$ cat src/rtl/hazard_pkg.sv
// Shared types and constants for the pipeline hazard controller.
package hazard_pkg;

  // Source of an EX operand: register file, MEM-stage aluOut or WB-stage result.
  typedef enum logic [1:0] {
    FWD_RF  = 2'b00,
    FWD_MEM = 2'b01,
    FWD_WB  = 2'b10
  } fwd_sel_t;

  // Controller sequencing state.
  typedef enum logic {
    RUN   = 1'b0,
    FLUSH = 1'b1
  } hz_state_t;

  // R0 is hard-wired to zero and never acts as a forwarding producer.
  localparam int REG_ZERO = 0;

endpackage

$ cat src/rtl/fwd_sel.sv
// Forwarding match for a single EX operand; also reports the raw EX-stage hit
// so the parent can detect a load-use hazard without duplicating comparators.
module fwd_sel
  import hazard_pkg::*;
#(
  parameter int RA = 4
) (
  input  logic          useSrc_i,
  input  logic [RA-1:0] srcD_i,
  input  logic [RA-1:0] RcE_i,
  input  logic          regWriteE_i,
  input  logic [RA-1:0] RcM_i,
  input  logic          regWriteM_i,
  output logic          exHit_o,
  output fwd_sel_t      sel_o
);

  logic memHit;

  // The EX producer holds the newer value, so it outranks the MEM producer.
  always_comb begin
    exHit_o = useSrc_i && regWriteE_i && (RcE_i != RA'(REG_ZERO)) && (srcD_i == RcE_i);
    memHit  = useSrc_i && regWriteM_i && (RcM_i != RA'(REG_ZERO)) && (srcD_i == RcM_i);
    sel_o   = FWD_RF;
    if (exHit_o) begin
      sel_o = FWD_MEM;
    end else if (memHit) begin
      sel_o = FWD_WB;
    end
  end

endmodule

$ cat src/rtl/hazard_ctrl.sv
// Pipeline hazard and sequencing controller for the 5-stage core: buffer
// enables/flushes, registered forwarding selects and saturating perf counters.
module hazard_ctrl
  import hazard_pkg::*;
#(
  parameter int RA       = 4,
  parameter int BR_FLUSH = 2,
  parameter int CW       = 16
) (
  input  logic          clk,
  input  logic          rst,
  input  logic          en,
  input  logic [RA-1:0] RaD,
  input  logic [RA-1:0] RbD,
  input  logic          useAD,
  input  logic          useBD,
  input  logic [RA-1:0] RcE,
  input  logic          regWriteE,
  input  logic          memToRegE,
  input  logic [RA-1:0] RcM,
  input  logic          regWriteM,
  input  logic          branchTakenE,
  input  logic          memBusy,
  output logic          enF,
  output logic          enD,
  output logic          enE,
  output logic          enM,
  output logic          enW,
  output logic          flushD,
  output logic          flushE,
  output fwd_sel_t      Fa,
  output fwd_sel_t      Fb,
  output logic [CW-1:0] stallCnt,
  output logic [CW-1:0] flushCnt
);

  // Three bits cover the full legal branch penalty range of 1..7.
  localparam int CNT_W = 3;

  hz_state_t        state_q;
  logic [CNT_W-1:0] cnt_q;
  fwd_sel_t         Fa_q;
  fwd_sel_t         Fb_q;
  logic [CW-1:0]    stallCnt_q;
  logic [CW-1:0]    flushCnt_q;

  logic     frozen;
  logic     exHitA;
  logic     exHitB;
  logic     loadUse;
  logic     branchFire;
  logic     stallFire;
  logic     stallInc;
  fwd_sel_t selA;
  fwd_sel_t selB;

  fwd_sel #(.RA(RA)) uFwdA (
    .useSrc_i    (useAD),
    .srcD_i      (RaD),
    .RcE_i       (RcE),
    .regWriteE_i (regWriteE),
    .RcM_i       (RcM),
    .regWriteM_i (regWriteM),
    .exHit_o     (exHitA),
    .sel_o       (selA)
  );

  fwd_sel #(.RA(RA)) uFwdB (
    .useSrc_i    (useBD),
    .srcD_i      (RbD),
    .RcE_i       (RcE),
    .regWriteE_i (regWriteE),
    .RcM_i       (RcM),
    .regWriteM_i (regWriteM),
    .exHit_o     (exHitB),
    .sel_o       (selB)
  );

  assign frozen   = memBusy | ~en;
  assign loadUse  = memToRegE & (exHitA | exHitB);
  assign stallInc = stallFire | (memBusy & en);

  // Buffer controls, in priority order: reset, freeze, flush tail, branch, load-use.
  always_comb begin
    enF        = 1'b1;
    enD        = 1'b1;
    enE        = 1'b1;
    enM        = 1'b1;
    enW        = 1'b1;
    flushD     = 1'b0;
    flushE     = 1'b0;
    branchFire = 1'b0;
    stallFire  = 1'b0;
    if (rst) begin
      flushD = 1'b1;
      flushE = 1'b1;
    end else if (frozen) begin
      enF = 1'b0;
      enD = 1'b0;
      enE = 1'b0;
      enM = 1'b0;
      enW = 1'b0;
    end else if (state_q == FLUSH) begin
      flushD = 1'b1;
    end else if (branchTakenE) begin
      flushD     = 1'b1;
      flushE     = 1'b1;
      branchFire = 1'b1;
    end else if (loadUse) begin
      enF       = 1'b0;
      enD       = 1'b0;
      flushE    = 1'b1;
      stallFire = 1'b1;
    end
  end

  // Sequencing FSM plus the forwarding selects for the instruction entering EX.
  always_ff @(posedge clk) begin
    if (rst) begin
      state_q <= RUN;
      cnt_q   <= '0;
      Fa_q    <= FWD_RF;
      Fb_q    <= FWD_RF;
    end else if (!frozen) begin
      case (state_q)
        RUN: begin
          if (branchTakenE && (BR_FLUSH > 1)) begin
            state_q <= FLUSH;
            cnt_q   <= CNT_W'(BR_FLUSH - 1);
          end
        end
        FLUSH: begin
          cnt_q <= cnt_q - CNT_W'(1);
          if (cnt_q == CNT_W'(1)) begin
            state_q <= RUN;
          end
        end
        default: state_q <= RUN;
      endcase
      if (enE) begin
        Fa_q <= flushE ? FWD_RF : selA;
        Fb_q <= flushE ? FWD_RF : selB;
      end
    end
  end

  // Saturating performance counters; they stick at all-ones rather than wrap.
  always_ff @(posedge clk) begin
    if (rst) begin
      stallCnt_q <= '0;
      flushCnt_q <= '0;
    end else begin
      if (stallInc && (stallCnt_q != '1)) begin
        stallCnt_q <= stallCnt_q + CW'(1);
      end
      if (branchFire && (flushCnt_q != '1)) begin
        flushCnt_q <= flushCnt_q + CW'(1);
      end
    end
  end

  assign Fa       = Fa_q;
  assign Fb       = Fb_q;
  assign stallCnt = stallCnt_q;
  assign flushCnt = flushCnt_q;

endmodule

$ cat config.mk
export PLATFORM = sky130hd
export DESIGN_NAME = hazard_ctrl
export DESIGN_NICKNAME = d
export VERILOG_FILES = /design/src/rtl/hazard_pkg.sv /design/src/rtl/fwd_sel.sv /design/src/rtl/hazard_ctrl.sv
export SDC_FILE = /design/constraint.sdc
export NUM_CORES = 1
export LEC_CHECK = 0
export CORE_ASPECT_RATIO = 0.7
export CORE_MARGIN = 4
export CORE_UTILIZATION = 48
export CTS_BUF_LIST = sky130_fd_sc_hd__clkbuf_8
export CTS_CLUSTER_DIAMETER = 80
export DETAILED_ROUTE_END_ITERATION = 10
export GPL_TIMING_DRIVEN = 0
export PLACE_DENSITY_LB_ADDON = 0.2
export REMOVE_ABC_BUFFERS = 1
export SLEW_MARGIN = 20
export SYNTH_ARGS = -nofsm -noshare
export SYNTH_HDL_FRONTEND = slang
export SYNTH_SLANG_ARGS = --single-unit
$ cat constraint.sdc
create_clock -name clk -period 2.3 [get_ports clk]
set_clock_uncertainty 0.15 [all_clocks]
set_input_delay 0.69 -clock clk [delete_from_list [all_inputs] [get_ports clk]]
set_output_delay 0.69 -clock clk [all_outputs]
set_load 0.03 [all_outputs]
==> metrics, run 1 <==
Post-synth ARST share 0; CTS sink cnt 40; # fillers 276; EDFF count, synth 0; net count reported at finish 385; PwrDens 454 nW/µm²; final worst-path cycle share 1.14; Avg Inst Size Synth 8.33 µm²; drt pass-1 iters 4; most frequent cells in the layout dfxtp_1 (38), nor2_1 (34), clkdlybuf4s50_1 (30); Mapped Cells 267; Post-DP Area 2930 µm²; die area 5810 µm²; violated checks negative setup slack; drt drc 0; FMAX 380 MHz; CTS Buf Count 5; Rows 20; Slew HR 0.636; number of library cell types mapped by synthesis 42; Mapped Area 2220 µm²; CP Max Fanout 2; sequential area share after synthesis 0.360; leakage 1.44 nW; Max-Cap Viols 0; I/O pins 69; Post-Place Worst Slack -1.37 ns; register area 803 µm²; status finished, violations left; vias after detailed routing 2358; vias in the first global route approximately 2200; WP data required 1.46 ns; initial antenna violation count 0; initial drt markers 129; DP HPWL ~4200 µm; final setup margin -0.332 ns; critical path class input port to output pin; Via density 5.74; Clock transition at path regs 0.08 ns; GRT Resource Usage Total 0.236; die width 89.4 µm; Skew-Pair Late Insertion Delay between 0.2 and 0.3 ns; Die H 65.0 µm; most common flop cell mapped by yosys dfxtp_1; Tightest Pin Transition 0.546 ns; H-tree Lvls 2; CTS Buffer Depth 2; most common cell after layout, fill and taps aside dfxtp_1; maximum number of pins on one net before global-route repair 37; TritonCTS clock tree done; area delta synth->final 56.0%; RSZ-0062 raised after global routing true; Final Cell Area 3470 µm²; port bufs 68; final wirelength 7110 µm; critical path endpoint category output pin; multi-input logic area 1600 µm²; core area 4400 µm²; layout cells sized above 1 0.258; min-delay worst type flip-flop to flip-flop; Pins Over Slew Limit 0; # setup viols final 12; Critical Path AT between 1.5 and 2 ns; Ys Warns 0; ant diodes 0; maximum vdd ir drop 0.000429 V; DR WL/cell 17.3 µm; Overflow after GRT 0; Hold Vio Cnt, Final 0; root buf cell clkbuf_8; GPL Wtd Cong 0.877; post-synthesis register bit count 40; ANT nets after route 0; Final Critical Period 2.63 ns; CP Launch Type input port; Initial Utilization 0.505; first-pass GRT wire length approximately 11000 µm
==> registers in the layout, summed over array words and instances, names as in the netlist <==
register  cells
stallCnt     16
state_q       1
Fb            2
flushCnt     16
Fa            2
cnt_q         3
==> worst max-delay path: stages <==
cell and delay [ns]:
buf_6 0.11, xnor2_4 0.17, nand3_2 0.15, o22ai_4 0.22, nand2_2 0.11, o21ai_2 0.17
buf_6 0.16
==> repair_timing <==
item                                    in CTS  in global routing
pin swaps                                   17                 14
resized for setup                          163                 30
buffers inserted                            14                  7
cloned                                       0                  1
hold buffers                                 0                  0
endpoints found under the setup margin      35                 35
==> per-stage QoR <==
step	hold slack [ns]	setup TNS (ns)	total power (W)	util	std cells
floorplan	0.304	-5.23	0.000820	-	257
global placement	0.286	-63.29	0.000924	0.661	380
detailed placement	0.295	-26.76	0.000931	0.666	381
CTS	0.313	-2.23	0.00154	0.748	403
global route	0.352	-2.26	0.00163	0.788	411
finish	0.314	-1.47	0.00157	0.788	411
==> area by class of cell <==
cell class                      count  area share
Clock buffer                        5      0.0198
Clock inverter                      3      0.0112
Inverter                            5     0.00541
Multi-Input combinational cell    213       0.461
Sequential cell                    40       0.232
Tap cell                           55      0.0198
Timing Repair Buffer               90       0.251
==> final timing paths <==
kind | startpoint | end | slack, ns | depth (start not counted)
hold reg to reg | Fb[1] | Fb[1] | 0.31 | 2
setup / recovery | RbD[3] | flushE | -0.33 | 7
setup reg to reg | stallCnt[0] | stallCnt[6] | -0.04 | 7
hold / removal | Fb[1] | Fb[1] | 0.31 | 2
==> cell families after synthesis <==
logic type / synth area share
adders and majority gates: 0.0225
DFF: 0.360
and+or+nand+nor: 0.307
buffers and inverters: 0.0371
muxes: 0.0231
xor gates and xnor gates: 0.118
AOI/OAI and AO/OA: 0.132
==> Yosys cell counts (3+ instances only) <==
cell / instances / area (µm²)
dfxtp_1: 40 / 801
nor2_1: 35 / 131
nand2_1: 27 / 101
a21oi_1: 18 / 90.1
xor2_1: 18 / 158
nand4_1: 12 / 75.1
xnor2_1: 12 / 105
nand3_1: 11 / 55.1
or3_1: 10 / 62.6
o21ai_0: 7 / 35.0
o21ai_1: 7 / 35.0
and4_1: 5 / 43.8
clkbuf_1: 5 / 18.8
inv_1: 5 / 18.8
ha_1: 4 / 50.1
mux2i_1: 4 / 40.0
nor3_1: 4 / 20.0
o31ai_1: 4 / 30.0
or4_1: 4 / 30.0
a22oi_1: 3 / 22.5
buf_4: 3 / 22.5
nor2b_1: 3 / 18.8
nor4_1: 3 / 18.8
==> routing by layer <==
layer / vias up / track usage / part of all wire
met2: 96 / 0.388 / 0.50
met1: 1123 / 0.321 / 0.42
met3: 8 / 0.0534 / 0.067
met4: 0 / 0.0390 / 0.012
li1: 1131 / - / -
met5: - / 0 / 0
==> where the power goes <==
group          total, W  internal (W)  switching (W)  leakage [nW]
Clock          0.000560      0.000318       0.000242        0.0593
Combinational  0.000306      0.000147       0.000159          1.06
Sequential     0.000709      0.000699     0.00000993         0.324
(Power assumes the default switching activity.)
==> inputs of run 2 (changes only) <==
==> constraint.sdc (replaced) <==
create_clock -name clk -period 2.8 [get_ports clk]
set_clock_uncertainty 0.15 [all_clocks]
set_input_delay 0.84 -clock clk [delete_from_list [all_inputs] [get_ports clk]]
set_output_delay 0.84 -clock clk [all_outputs]
set_load 0.03 [all_outputs]
==> run 2 against run 1 <==
Net effect:
- the run still ends with negative setup slack left
- combinational power shrank 28%
- cell count decreased by 1.9%
- register-to-register slack better by 0.37 ns
- clock power is 18% lower
- setup slack gained 0.30 ns
- cell area fell by 5.5%
==> metrics, run 2 (synthesized netlist as in run 1, its figures left out) <==
status finished, violations left (unchanged); violated checks negative setup slack (unchanged); GRT Resource Usage Total 0.225 (was 0.236); R2R Setup Slk 0.33 ns (was -0.04 ns); PwrDens 384 nW/µm² (was 454 nW/µm²); initial drt markers 104 (was 129); Slew HR 0.399 (was 0.636); Highest Signal Layer met4 (unchanged); first-pass GRT wire length 10300 µm (was 10800 µm); Via density 5.57 (was 5.74); # setup viols final 3 (was 12); Rows 20 (unchanged); vias in the first global route 2117 (was 2193); Die H 65.0 µm (unchanged); Post-Place Worst Slack -1.17 ns (was -1.37 ns); sw frac 0.255 (was 0.261); final wirelength 6200 µm (was 7110 µm); drt pass-1 iters 4 (unchanged); metal2 WL 3030 µm (was 3560 µm); final worst-path cycle share 1.01; Initial Utilization 0.505 (unchanged); CP Launch Type input port (unchanged); root buf cell clkbuf_8 (unchanged); Final Cell Area 3280 µm² (was 3470 µm²); drt drc 0 (unchanged); maximum vdd ir drop 0.000369 V (was 0.000429 V); Hold Vio Cnt, Final 0 (unchanged); ANT nets after route 0 (unchanged); Clock transition at path regs 0.08 ns (about the same); H-tree Lvls 2 (unchanged); Final Util 0.744 (was 0.788); DR WL/cell 15.4 µm (was 17.3 µm); GPL Wtd Cong 0.877 (unchanged); most common cell after layout, fill and taps aside clkdlybuf4s50_1 (was dfxtp_1); leakage 1.20 nW (was 1.44 nW); min-delay worst type flip-flop to flip-flop (unchanged); critical path endpoint category output pin (unchanged); Overflow after GRT 0 (unchanged); P_sw 0.000321 W (was 0.000410 W); Skew-Pair Late Insertion Delay 0.28 ns (about the same); initial antenna violation count 0 (unchanged); die area 5810 µm² (unchanged); I/O pins 69 (unchanged); Critical Path Most Common Cell buf_4 (was buf_6); CTS Buffer Depth 2 (unchanged); layout cells sized above 1 0.224 (was 0.258); critical path class input port to output pin (unchanged); die width 89.4 µm (unchanged); DP HPWL 4170 µm (unchanged); metal3 WL 291 µm (was 473 µm); Seq pwr share 0.461 (was 0.450); Critical Path AT 1.84 ns (was 1.79 ns); net count reported at finish 377 (was 385); Max stage delay on crit path 0.18 ns (was 0.22 ns); Max-Cap Viols 0 (unchanged); WP data required 1.81 ns (was 1.46 ns); ant diodes 0 (unchanged); Power Total 0.00126 W (was 0.00157 W); final setup margin -0.0304 ns (was -0.332 ns); Comb power frac 0.174 (was 0.194); Post-DP Area 2930 µm² (unchanged); CTS sink cnt 40 (unchanged); area delta synth->final 47.4% (was 56.0%); core area 4400 µm² (unchanged); most frequent cells in the layout clkdlybuf4s50_1 (41), dfxtp_1 (40), nor2_1 (33) (was dfxtp_1 (38), nor2_1 (34), clkdlybuf4s50_1 (30)); maximum number of pins on one net before global-route repair 37 (unchanged); FMAX 353 MHz; RSZ-0062 raised after global routing true (unchanged); cells along the critical path buf_2 -> xnor2_2 -> nand3_2 -> o22ai_4 -> buf_4 -> a21oi_2 -> buf_4 (was buf_6 -> xnor2_4 -> nand3_2 -> o22ai_4 -> nand2_2 -> o21ai_2 -> buf_6); CP Max Fanout 2 (unchanged); Tightest Pin Transition 0.898 ns (was 0.546 ns); Hold Slack 0.304 ns (was 0.314 ns); hold depth 2 (unchanged); port bufs 68 (unchanged); DRT met1 WL 2860 µm (was 2990 µm); Pins Over Slew Limit 0 (unchanged); CTS Buf Count 5 (unchanged); Register-to-Register Path Depth 7 (unchanged); Final Critical Period roughly 2.8 ns; # hold bufs at CTS 0 (unchanged); Clock power frac 0.364 (was 0.355); internal power 0.000939 W (was 0.00116 W); TritonCTS clock tree done (unchanged); slowest cell on the critical path xnor2_2 (was o22ai_4); vias after detailed routing 2245 (was 2358)
==> run 2: repair_timing <==
| item | 4_1_cts | 5_1_grt |
|---|---|---|
| setup endpoints to repair | 18 | 4 |
| buffers inserted | 12 | 2 |
| pin swaps | 17 | 3 |
| endpoints found under the hold margin | 0 | 0 |
| gates resized for setup | 146 | 5 |
==> run 2: path summary, 6_finish.rpt <==
check	start	endpoint
min	Fb[1]	Fb[1]
min reg2reg	Fb[1]	Fb[1]
max reg2reg	stallCnt[0]	stallCnt[1]
max	RaD[3]	enD
==> run 2: power groups by stage <==
stage          sequential [W]  combinational (W)  clock (W)
2_1_floorplan        0.000598          0.0000753          0
3_3_place_gp         0.000594           0.000165          0
3_5_place_dp         0.000594           0.000171          0
4_1_cts              0.000581           0.000209   0.000468
5_1_grt              0.000583           0.000234   0.000492
6_report             0.000581           0.000220   0.000459
==> run 2: per-layer routing <==
layer	global-route usage	up-vias
li1	-	1115
met5	0	-
met2	0.369	52
met3	0.0496	2
met4	0.0279	0
met1	0.310	1076
==> run 2: final cells by class <==
class                   instances  area, µm²
clock buffers                   5       68.8
clock inverters                 3       38.8
fillers                       318       1130
inverters                       5       18.8
multi-input cells             212       1520
flip-flops and latches         40        801
well taps                      55       68.8
repair buffers                 83        759
==> run 2: stage by stage <==
step	instances	setup TNS, ns
5_1_grt	403	-0.203
3_3_place_gp	380	-47.89
4_1_cts	401	-0.0354
6_report	403	-0.0623
2_1_floorplan	257	-1.09
3_5_place_dp	381	-13.71
==> run 2: worst max-delay path: cells and delay by family <==
kind | cells | cell delay, ns
XOR/XNOR | 1 | 0.18
AO/OA/AOI/OAI | 2 | 0.21
AND/OR/NAND/NOR | 1 | 0.14
buffers and inverters | 3 | 0.47
==> inputs of run 3 (changes only) <==
--- a/config.mk
+++ b/config.mk
@@ -18,3 +18,4 @@
 export SYNTH_ARGS = -nofsm -noshare
 export SYNTH_HDL_FRONTEND = slang
 export SYNTH_SLANG_ARGS = --single-unit
+export TNS_END_PERCENT = 10
==> run 3 against run 2 <==
Net effect:
- utilization is 0.085 points lower
- the flow still finishes with violations (negative setup slack)
- cell area is 0.11% lower
- critical path type unchanged
- die area stayed put
- highest routed layer unchanged
- critical endpoint unchanged
==> metrics, run 3 (synthesized netlist as in run 1, its figures left out) <==
status finished, violations left (unchanged); violated checks negative setup slack (unchanged); Seq pwr share 0.462 (was 0.461); CP Launch Type input port (unchanged); internal power 0.000939 W (about the same); DP HPWL 4170 µm (unchanged); R2R Setup Slk 0.34 ns (was 0.33 ns); I/O pins 69 (unchanged); Initial Utilization 0.505 (unchanged); drt drc 0 (unchanged); most frequent cells in the layout clkdlybuf4s50_1 (41), dfxtp_1 (40), nor2_1 (33) (unchanged); final worst-path cycle share 1.02 (was 1.01); die width 89.4 µm (unchanged); metal3 WL 289 µm (was 291 µm); WP data required 1.81 ns (about the same); maximum vdd ir drop 0.000361 V (was 0.000369 V); Via density 5.60 (was 5.57); multi-input logic area 1520 µm² (unchanged); die area 5810 µm² (unchanged); final setup margin -0.0644 ns (was -0.0304 ns); Hold Vio Cnt, Final 0 (unchanged); area delta synth->final 47.2% (was 47.4%); register area 801 µm² (unchanged); Clock transition at path regs 0.08 ns (about the same); port bufs 68 (unchanged); DRT met1 WL 2830 µm (was 2860 µm); layout cells sized above 1 0.222 (was 0.224); core area 4400 µm² (unchanged); Pins Over Slew Limit 0 (unchanged); CTS Buffer Depth 2 (unchanged); sw frac 0.255 (about the same); P_sw 0.000321 W (about the same); ANT nets after route 0 (unchanged); Die H 65.0 µm (unchanged); TritonCTS clock tree done (unchanged); most common cell after layout, fill and taps aside clkdlybuf4s50_1 (unchanged); Max-Cap Viols 0 (unchanged); initial drt markers 99 (was 104); Rows 20 (unchanged); PwrDens 385 nW/µm² (was 384 nW/µm²); Overflow after GRT 0 (unchanged); drt pass-1 iters 4 (unchanged); initial antenna violation count 0 (unchanged); CP Max Fanout 2 (unchanged); Sum Neg Setup Slack -0.168 ns (was -0.0623 ns); critical path endpoint category output pin (unchanged); H-tree Lvls 2 (unchanged); net count reported at finish 376 (was 377); vias after detailed routing 2253 (was 2245); GRT Resource Usage Total 0.225 (unchanged); Comb power frac 0.174 (about the same); DR WL/cell 15.5 µm (was 15.4 µm); metal2 WL 3060 µm (was 3030 µm); Final Critical Period 2.86 ns (was 2.83 ns); root buf cell clkbuf_8 (unchanged); Skew-Pair Late Insertion Delay 0.28 ns (about the same); leakage 1.20 nW (about the same); first-pass GRT wire length 10300 µm (unchanged); # fillers 321 (was 318); # setup viols final 3 (unchanged); Tightest Pin Transition 0.890 ns (was 0.898 ns); min-delay worst type flip-flop to flip-flop (unchanged); Clock power frac 0.364 (about the same); CTS Buf Count 5 (unchanged); ant diodes 0 (unchanged); critical path class input port to output pin (unchanged); # hold bufs at CTS 0 (unchanged); Slew HR 0.405 (was 0.399); FMAX 349 MHz (was 353 MHz); Post-Place Worst Slack -1.17 ns (unchanged); RSZ-0062 raised after global routing true (unchanged); vias in the first global route 2117 (unchanged); final wirelength 6240 µm (was 6200 µm); GPL Wtd Cong 0.877 (unchanged); CTS sink cnt 40 (unchanged); Hold Slack 0.304 ns (about the same); Critical Path AT 1.87 ns (was 1.84 ns); Highest Signal Layer met4 (unchanged); maximum number of pins on one net before global-route repair 37 (unchanged)
-- run 3: cell types whose count changed in the layout (fill, tap and decap cells not counted), sizes merged --
cell	previous run	this run
buf	36	34
clkbuf	5	6
clkdlybuf4s15	1	2
dlygate4sd2	5	4
-- run 3: layout make-up --
type	count	share of cell area
clock inverters	3	0.0118
inverters	5	0.00573
multi-input cells	212	0.465
flip-flops and latches	40	0.245
clock buffers	5	0.0210
well taps	55	0.0210
repair buffers	82	0.231
-- run 3: power groups by stage --
stage                     clock network [W]  logic (W)  registers, W
final                              0.000458   0.000219      0.000581
after global routing               0.000492   0.000234      0.000583
after CTS                          0.000468   0.000209      0.000581
after detailed placement                  0   0.000171      0.000594
after global placement                    0   0.000165      0.000594
after floorplan                           0  0.0000753      0.000598
-- run 3: per-stage QoR --
step	power [W]	cell area [µm²]	std cells	util
global placement	0.000759	2910	380	0.661
global route	0.00131	3270	402	0.743
CTS	0.00126	3250	401	0.738
detailed placement	0.000765	2930	381	0.666
floorplan	0.000674	2160	257	-
finish	0.00126	3270	402	0.743
-- run 3: worst max-delay path: stages --
cell and delay [ns]:
buf_2 0.13, xnor2_2 0.21, nand3_2 0.14, o22ai_4 0.15, buf_4 0.16, a21oi_2 0.06
buf_4 0.18
-- run 3: what timing repair did --
action / in CTS / in global routing
pin swaps: 17 / 4
setup endpoints to repair: 18 / 4
setup buffers: 12 / 1
gates resized for setup: 146 / 7
-- run 3: path summary, 6_finish.rpt --
kind                             startpoint     endpoint  cells after the start
worst max-delay path                 RaD[3]          enD                      7
worst min-delay path                  Fb[1]        Fb[1]                      2
worst max register to register  stallCnt[0]  stallCnt[1]                      7
worst min register to register        Fb[1]        Fb[1]                      2
-- run 3: layer usage --
metal	global-route usage	up-vias
li1	-	1115
met1	0.310	1072
met2	0.369	60
met3	0.0496	6
met4	0.0279	0
met5	0	-
